**config.mk**
```make
export PLATFORM = sky130hd
export DESIGN_NAME = mem_arbiter
export DESIGN_NICKNAME = d
export VERILOG_FILES = /design/src/rtl/mem_arb_pkg.sv /design/src/rtl/rr_arbiter.sv /design/src/rtl/mem_arbiter.sv
export SDC_FILE = /design/constraint.sdc
export NUM_CORES = 1
export LEC_CHECK = 0
export ABC_AREA = 1
export BUFFER_PORTS_ARGS = -buffer_cell sky130_fd_sc_hd__clkbuf_2
export CAP_MARGIN = 25
export CORE_MARGIN = 4
export CORE_UTILIZATION = 44
export DETAILED_ROUTE_END_ITERATION = 10
export PLACE_DENSITY = 0.87
export SLEW_MARGIN = 40
export SYNTH_ARGS = -nofsm -noshare
export SYNTH_HDL_FRONTEND = slang
export SYNTH_SLANG_ARGS = --single-unit
```
**constraint.sdc**
```tcl
create_clock -name clk -period 3 [get_ports clk]
set_input_delay 0.6 -clock clk [delete_from_list [all_inputs] [get_ports clk]]
set_output_delay 0.6 -clock clk [all_outputs]
set_load 0.02 [all_outputs]
```
**src/rtl/mem_arb_pkg.sv**
```systemverilog
// ------------------------------------------------------------------
// mem_arb_pkg: shared constants, owner type and pointer helper
// Rev 1.0
// ------------------------------------------------------------------
`default_nettype none

package mem_arb_pkg;

  localparam int NUM_REQ = 2;
  localparam int IDX_W   = (NUM_REQ > 1) ? $clog2(NUM_REQ) : 1;
  localparam int CNT_W   = 16;

  localparam logic [CNT_W-1:0] CNT_MAX = '1;

  typedef logic [IDX_W-1:0] owner_t;

  // Candidate k positions after ptr, wrapping over the requester set.
  function automatic owner_t rr_next(input owner_t ptr, input int k);
    return owner_t'((int'(ptr) + k) % NUM_REQ);
  endfunction

endpackage : mem_arb_pkg

`default_nettype wire

```
**src/rtl/rr_arbiter.sv**
```systemverilog
// ------------------------------------------------------------------
// rr_arbiter: one-hot round-robin grant with a last-grant pointer
// Rev 1.0
// ------------------------------------------------------------------
`default_nettype none

module rr_arbiter
  import mem_arb_pkg::*;
(
  input  logic               clk,
  input  logic               rst_n,
  input  logic [NUM_REQ-1:0] req_i,
  output logic [NUM_REQ-1:0] gnt_o,
  output logic [IDX_W-1:0]   gnt_idx_o,
  output logic               gnt_any_o
);

  owner_t rr_ptr_q;
  owner_t rr_ptr_d;
  owner_t cand;

  // Search starts just past the last winner, so the last winner has lowest priority.
  always_comb begin
    gnt_o     = '0;
    gnt_idx_o = rr_ptr_q;
    gnt_any_o = 1'b0;
    cand      = rr_ptr_q;
    for (int k = 1; k <= NUM_REQ; k++) begin
      cand = rr_next(rr_ptr_q, k);
      if (!gnt_any_o && req_i[cand]) begin
        gnt_any_o = 1'b1;
        gnt_idx_o = cand;
      end
    end
    if (gnt_any_o) begin
      gnt_o[gnt_idx_o] = 1'b1;
    end
  end

  always_comb begin
    rr_ptr_d = rr_ptr_q;
    if (gnt_any_o) begin
      rr_ptr_d = gnt_idx_o;
    end
  end

  // Reset value makes requester 0 the first winner.
  always_ff @(posedge clk or negedge rst_n) begin
    if (!rst_n) begin
      rr_ptr_q <= owner_t'(NUM_REQ - 1);
    end else begin
      rr_ptr_q <= rr_ptr_d;
    end
  end

endmodule : rr_arbiter

`default_nettype wire

```
**src/rtl/mem_arbiter.sv**
```systemverilog
// ------------------------------------------------------------------
// mem_arbiter: two-requester round-robin front end to an external 1R1W memory
// Rev 1.0
// ------------------------------------------------------------------
`default_nettype none

module mem_arbiter
  import mem_arb_pkg::*;
#(
  parameter  int WIDTH = 32,
  parameter  int DEPTH = 256,
  localparam int AW    = $clog2(DEPTH)
) (
  input  logic               clk,
  input  logic               rst_n,
  input  logic [NUM_REQ-1:0] req_valid,
  output logic [NUM_REQ-1:0] req_ready,
  input  logic [NUM_REQ-1:0] req_we,
  input  logic [AW-1:0]      req_addr0,
  input  logic [AW-1:0]      req_addr1,
  input  logic [WIDTH-1:0]   req_wdata0,
  input  logic [WIDTH-1:0]   req_wdata1,
  output logic [NUM_REQ-1:0] rsp_valid,
  output logic [WIDTH-1:0]   rsp_data,
  output logic               mem_we,
  output logic [AW-1:0]      mem_waddr,
  output logic [WIDTH-1:0]   mem_wdata,
  output logic [AW-1:0]      mem_raddr,
  input  logic [WIDTH-1:0]   mem_rdata,
  output logic [CNT_W-1:0]   grant_cnt0,
  output logic [CNT_W-1:0]   grant_cnt1
);

  logic [NUM_REQ-1:0] req_gated;
  logic [NUM_REQ-1:0] gnt;
  owner_t             gnt_idx;
  logic               gnt_any;
  logic               gnt_we;
  logic               rd_gnt;
  logic [AW-1:0]      gnt_addr;
  logic [WIDTH-1:0]   gnt_wdata;

  logic               rsp_pend_q;
  owner_t             rsp_owner_q;
  logic [AW-1:0]      raddr_q;

  logic [CNT_W-1:0]   cnt_q [NUM_REQ];
  logic [CNT_W-1:0]   cnt_d [NUM_REQ];

  // Grants are suppressed while reset is held so req_ready reads low.
  assign req_gated = req_valid & {NUM_REQ{rst_n}};

  rr_arbiter u_rr_arbiter (
    .clk       (clk),
    .rst_n     (rst_n),
    .req_i     (req_gated),
    .gnt_o     (gnt),
    .gnt_idx_o (gnt_idx),
    .gnt_any_o (gnt_any)
  );

  assign req_ready = gnt;

  assign gnt_we    = req_we[gnt_idx];
  assign gnt_addr  = (gnt_idx == owner_t'(1)) ? req_addr1  : req_addr0;
  assign gnt_wdata = (gnt_idx == owner_t'(1)) ? req_wdata1 : req_wdata0;
  assign rd_gnt    = gnt_any & ~gnt_we;

  assign mem_we    = gnt_any & gnt_we;
  assign mem_waddr = gnt_addr;
  assign mem_wdata = gnt_wdata;

  // The read address passes straight through on a grant and is held otherwise.
  assign mem_raddr = rd_gnt ? gnt_addr : raddr_q;

  always_ff @(posedge clk or negedge rst_n) begin
    if (!rst_n) begin
      rsp_pend_q  <= 1'b0;
      rsp_owner_q <= '0;
      raddr_q     <= '0;
    end else begin
      rsp_pend_q <= rd_gnt;
      if (rd_gnt) begin
        rsp_owner_q <= gnt_idx;
        raddr_q     <= gnt_addr;
      end
    end
  end

  always_comb begin
    rsp_valid = '0;
    if (rsp_pend_q) begin
      rsp_valid[rsp_owner_q] = 1'b1;
    end
  end

  assign rsp_data = rsp_pend_q ? mem_rdata : '0;

  always_comb begin
    for (int i = 0; i < NUM_REQ; i++) begin
      cnt_d[i] = cnt_q[i];
      if (gnt[i] && (cnt_q[i] != CNT_MAX)) begin
        cnt_d[i] = cnt_q[i] + 1'b1;
      end
    end
  end

  always_ff @(posedge clk or negedge rst_n) begin
    if (!rst_n) begin
      for (int i = 0; i < NUM_REQ; i++) begin
        cnt_q[i] <= '0;
      end
    end else begin
      for (int i = 0; i < NUM_REQ; i++) begin
        cnt_q[i] <= cnt_d[i];
      end
    end
  end

  assign grant_cnt0 = cnt_q[0];
  assign grant_cnt1 = cnt_q[1];

endmodule : mem_arbiter

`default_nettype wire

```
# == After elaboration in Yosys (flattened, before gate mapping) ==
# Index checks and enable logic that the tools add are counted.
# W data, S select, Z words.
# op_classes
add_sub_neg,4
n_mul,0
div,0
order_cmp,6
eq_ne,2
n_shift,0
n_mux,20
n_bitwise,4
n_reduce_logical,6
# op_table
op,n
$mux W32,2
$add A16 B1 Y16 const B,2
$ne A16 B16 Y1 const B,2
$mux W8,2
$mux W1,12
$lt A1 B2 Y1 const B,4
$logic_and A1 B1 Y1,5
$mux W2,2
$add A1 B1 Y1 const B,2
$and A1 B1 Y1,2
$and A2 B2 Y2,1
$demux W1 S1,2
$ge A1 B1 Y1 const B,2
$logic_not A1 Y1,1
$not A1 Y1,1
# totals
regBits,43
latch_bits,0
mem_bits_rw,0
rom_bits,0
input_bits,118
word_cells,48
memories,0

# == Depth between registers and ports, before layout ==
# depth
word_depth,13
mapped_depth,10

# == Cells and area by module ==
# Synthesis repeated with hierarchy kept, for this count alone.
# hier_totals
hier_cells,537
hier_area_um2,3215.6
# modules_own_cells
module,instances,cells_each,area_each_um2,seq_area_each_um2
mem_arbiter,1,526,3149.3,1051.0
rr_arbiter,1,11,66.3,26.3

# == Worst setup path before layout ==
# OpenSTA, ideal clock, no wires.
# synth_path
path_type,in2out
start,input req_valid[0]
end,output mem_raddr[0]
arrival_ns,1.614
required_ns,2.400
path_slack_ns,0.786
path_stages,7
n_path_buf,1
cell_sequence,nand2_1 > o21ai_1 > buf_2 > nand2_1 > nand2_1 > nand2_1 > nand2_1
# synth_lines
item,line_no,rtl
"start, declared",mem_arbiter.sv:16,"input logic [NUM_REQ-1:0] req_valid,"
$and A2 B2 Y2 (*),mem_arbiter.sv:51,assign req_gated = req_valid & {NUM_REQ{rst_n}};
$mux W1 (implied by the code) (2 in a row),rr_arbiter.sv:30,if (!gnt_any_o && req_i[cand]) begin
$mux W1,rr_arbiter.sv:30,
$logic_not A1 Y1,rr_arbiter.sv:30,
$logic_and A1 B1 Y1,rr_arbiter.sv:30,
$mux W1 (*),rr_arbiter.sv:30,
$mux W8 (*),mem_arbiter.sv:65,assign gnt_addr = (gnt_idx == owner_t'(1)) ? req_addr1 : req_addr0;
via mem_waddr[0],mem_arbiter.sv:26,"output logic [AW-1:0] mem_waddr,"
$mux W8 (*),mem_arbiter.sv:74,assign mem_raddr = rd_gnt ? gnt_addr : raddr_q;
"end, declared",mem_arbiter.sv:28,"output logic [AW-1:0] mem_raddr,"
# Mark *: on every way through the listed nets, which the timed path passes. The rest lies on a longest branch. The select of a mux whose other input is x is not followed.

# == Final worst setup path ==
# layout_path
start,register u_rr_arbiter.rr_ptr_q
end,output mem_raddr[4]
# layout_between
elab_chain_cells,12
# layout_rtl
item,line_no,rtl
"start, declared",rr_arbiter.sv:18,owner_t rr_ptr_q;
"start signal, assigned",rr_arbiter.sv:50,rr_ptr_q <= owner_t'(NUM_REQ - 1);
"start signal, assigned",rr_arbiter.sv:52,rr_ptr_q <= rr_ptr_d;
$add A1 B1 Y1,mem_arb_pkg.sv:19,return owner_t'((int'(ptr) + k) % NUM_REQ);
$mux W1 (implied by the code) (2 in a row),rr_arbiter.sv:30,
$mux W1,rr_arbiter.sv:30,
$logic_not A1 Y1,rr_arbiter.sv:30,
$logic_and A1 B1 Y1,rr_arbiter.sv:30,
$mux W1,rr_arbiter.sv:30,
$mux W1 (implied by the code) (2 in a row),mem_arbiter.sv:64,assign gnt_we = req_we[gnt_idx];
$not A1 Y1,mem_arbiter.sv:67,assign rd_gnt = gnt_any & ~gnt_we;
$and A1 B1 Y1 (*),mem_arbiter.sv:67,
via rd_gnt,mem_arbiter.sv:39,logic rd_gnt;
$mux W8 (*),mem_arbiter.sv:74,
# Marks and branches as above.

==> run metrics <==
Flop pwr share=0.340; reg2reg setup slack=1.21 ns; global-route wire length before repair=approximately 18,000 um; Chip Height=93.2 um; clock share of power=0.196; top_reg_cell synth=dfrtp_1; FILL cells=636; FMAX=380 MHz; RSZ-0062 raised after global routing=no; area grow syn2layout=42.6%; drt drc=0; CP Max Fanout=10; Syn Nets=660; most frequent cells in the layout=nand2_1 (325), clkbuf_2 (234), inv_1 (58); Crit Path Class=reg -> out; worst r2r src=grant_cnt0[0]$_DFFE_PN0P_; IO Port Bufs=234; Final Max Slew Viols=0; sequential-to-total area share from yosys stat=0.337; final wirelength=11,400 um; clk_lat worst skew=just under 0.3 ns; Max-Cap Viols=0; Die Wd=93.2 um; crit end category=output pin; vias=4,117; Worst path max stage delay=0.54 ns; boundary pin count=235; CP Cell Sequence=inv_1 -> o21ai_2 -> nand2_1 -> nand3_2 -> inv_2 -> nand2_1 -> nand2_1 -> clkbuf_2; Placer Congestion=0.969; Worst EP required=2.40 ns; CP bufs+invs=3; CP max stage cell=dfstp_2; Setup TNS Final=0 ns; clock sink count=43; Rows=30; Psw=about 0.0011 W; Worst Tran Pin Value=between 0.5 and 0.6 ns; number of DRC markers in iteration 0=roughly 190; distinct cell type count of the synthesized netlist=26; TritonCTS clock tree=built; WL/cell=13.1 um; Max-Slew Margin vs Limit=0.620; most common cell after layout, fill and taps aside=nand2_1; Hold Path Class=in -> async; Post-synth EDFFs=0; Reg clk slew, reported paths=0.09 ns; Tcrit/Tclk final=0.877; final worst slack=roughly 0.37 ns; CP startpoint kind=flip-flop; starting density of the core=0.462; fin nets=890; post-synth top area cell=nand2_1; combinational share of power=0.464; Critical Path AT=2.03 ns; H-tree Lvls=2; grt ovf=0; Seq cells post-synth=43; CTS Buf Count=5; Sw Share=0.451; final setup fails=0; Int Pwr=0.00130 W; top cells by area, synth=nand2_1 (38%), dfrtp_1 (33%), inv_1 (6.8%); Root Driver=clkbuf_8; power density cells=520 nW/um2; Antenna Nets Post-Route=0; Pleak=about 3 nW; Post-CTS Setup Bufs=0; All-Layer GR Usage=0.257; Gate Count Post-Synth=540; Yosys warnings=0; hold-fix buffers at CTS=0; largest net degree at the start of global routing=41; Hold Violations, Final=0; status=finished, final reports clean; ys async rst share=1.00; Synth Cell Area=3190 um2; share of layout cells above drive strength 1=0.341; Placeable Area=6910 um2; Critical Path Most Common Cell=nand2_1; antenna cells=0; Setup Skew=0.00585 ns; CP delay by family, top=flip-flops; syn_area_per_cell=5.91 um2; Place WS=0.383 ns; initial antenna violation count=0; CTS max path bufs=2; Via density=4.75; CTS resizes=0; vias in the first global route=4,004; Register-to-Register Path Depth=9; die area=8680 um2; share of the synthesized area in the top cell type=0.382; reg2reg end=grant_cnt0[5]$_DFFE_PN0P_; hpwl dp=9410 um; maximum VDD drop=0.291 mV; crit path time final=approximately 2.6 ns; DRT Pass-1 Iters=4
## flip-flops by register name (all words and copies together) (netlist names)
name and count:
raddr_q 8, rsp_pend_q 1, rsp_owner_q 1, grant_cnt1 16, u_rr_arbiter.rr_ptr_q 1, grant_cnt0 16
## power by group through the flow
stage / clock network (W) / logic, W / registers (W)
floorplan: 0 / 0.000626 / 0.000852
global placement: 0 / 0.00108 / 0.000807
detailed placement: 0 / 0.00111 / 0.000812
CTS: 0.000476 / 0.00111 / 0.000804
global route: 0.000494 / 0.00122 / 0.000825
finish: 0.000464 / 0.00110 / 0.000805
## how the worst max path moves through the flow
| stage | slack (ns) | cells past startpoint | to | startpoint |
|---|---|---|---|---|
| 5_1_grt | 0.18 | 8 | mem_raddr[2] | u_rr_arbiter.rr_ptr_q$_DFFE_PN1P_ |
| 3_5_place_dp | 0.38 | 9 | mem_raddr[5] | rst_n |
| 6_report | 0.37 | 8 | mem_raddr[4] | u_rr_arbiter.rr_ptr_q$_DFFE_PN1P_ |
| 2_1_floorplan | 0.79 | 7 | mem_raddr[0] | req_valid[0] |
| 3_3_place_gp | 0.48 | 9 | mem_raddr[5] | rst_n |
| 4_1_cts | 0.35 | 8 | mem_raddr[5] | u_rr_arbiter.rr_ptr_q$_DFFE_PN1P_ |
## worst register-to-register path, delay by kind of cell, from the launching register on
family	cells	cell delay, ns
buffers and inverters	2	0.23
adder cells (fa/ha/maj)	1	0.25
flip-flops	1	0.43
AND/OR/NAND/NOR	6	0.79
## cell families (layout without fill, tap and decap cells)
family / Yosys count / in the layout / synth area share
buf+inv: 76 / 307 / 0.100
flops: 43 / 43 / 0.337
compound gates: 18 / 18 / 0.0294
simple gates: 389 / 389 / 0.492
fa+ha+maj: 2 / 2 / 0.00784
xor+xnor: 12 / 12 / 0.0329
## synth_stat cells, types with 2 or more instances
library cell  instances
dfrtp_1              42
o21ai_0              14
a21oi_1               2
nand4_1               6
inv_1                58
xnor2_1               8
nand3_2               3
ha_1                  2
buf_6                 2
nor2_2                3
nand2_1             325
inv_2                 3
buf_2                 3
xor2_1                4
nand3b_1              3
nor2_1               37
clkbuf_1              9
nand3_1               8
## metrics by stage
step,hold slack (ns),utilization,instances,instance area (um2),power (W)
finish,0.115,0.659,867,4550,0.00237
global route,0.106,0.659,867,4550,0.00254
CTS,0.102,0.659,867,4550,0.00239
detailed placement,0.428,0.643,859,4440,0.00192
global placement,0.417,0.643,859,4440,0.00189
floorplan,0.304,-,540,3190,0.00148
## metal layers
layer | vias to the layer above | global-route usage | part of all wire
met5 | - | 0 | 0
met4 | 0 | 0.0879 | 0.030
met3 | 24 | 0.0555 | 0.096
met2 | 202 | 0.501 | 0.53
met1 | 1830 | 0.266 | 0.35
li1 | 2061 | - | -
## final cells by class
class                           count  area (um2)  share of cell area
Tap cell                           96         120              0.0264
Clock inverter                      3        43.8             0.00962
Multi-Input combinational cell    421        1800               0.395
Inverter                           61         229              0.0503
Clock buffer                        5        68.8              0.0151
Sequential cell                    43        1080               0.237
Timing Repair Buffer              238        1210               0.267
Power figures use the tool's default switching activity.
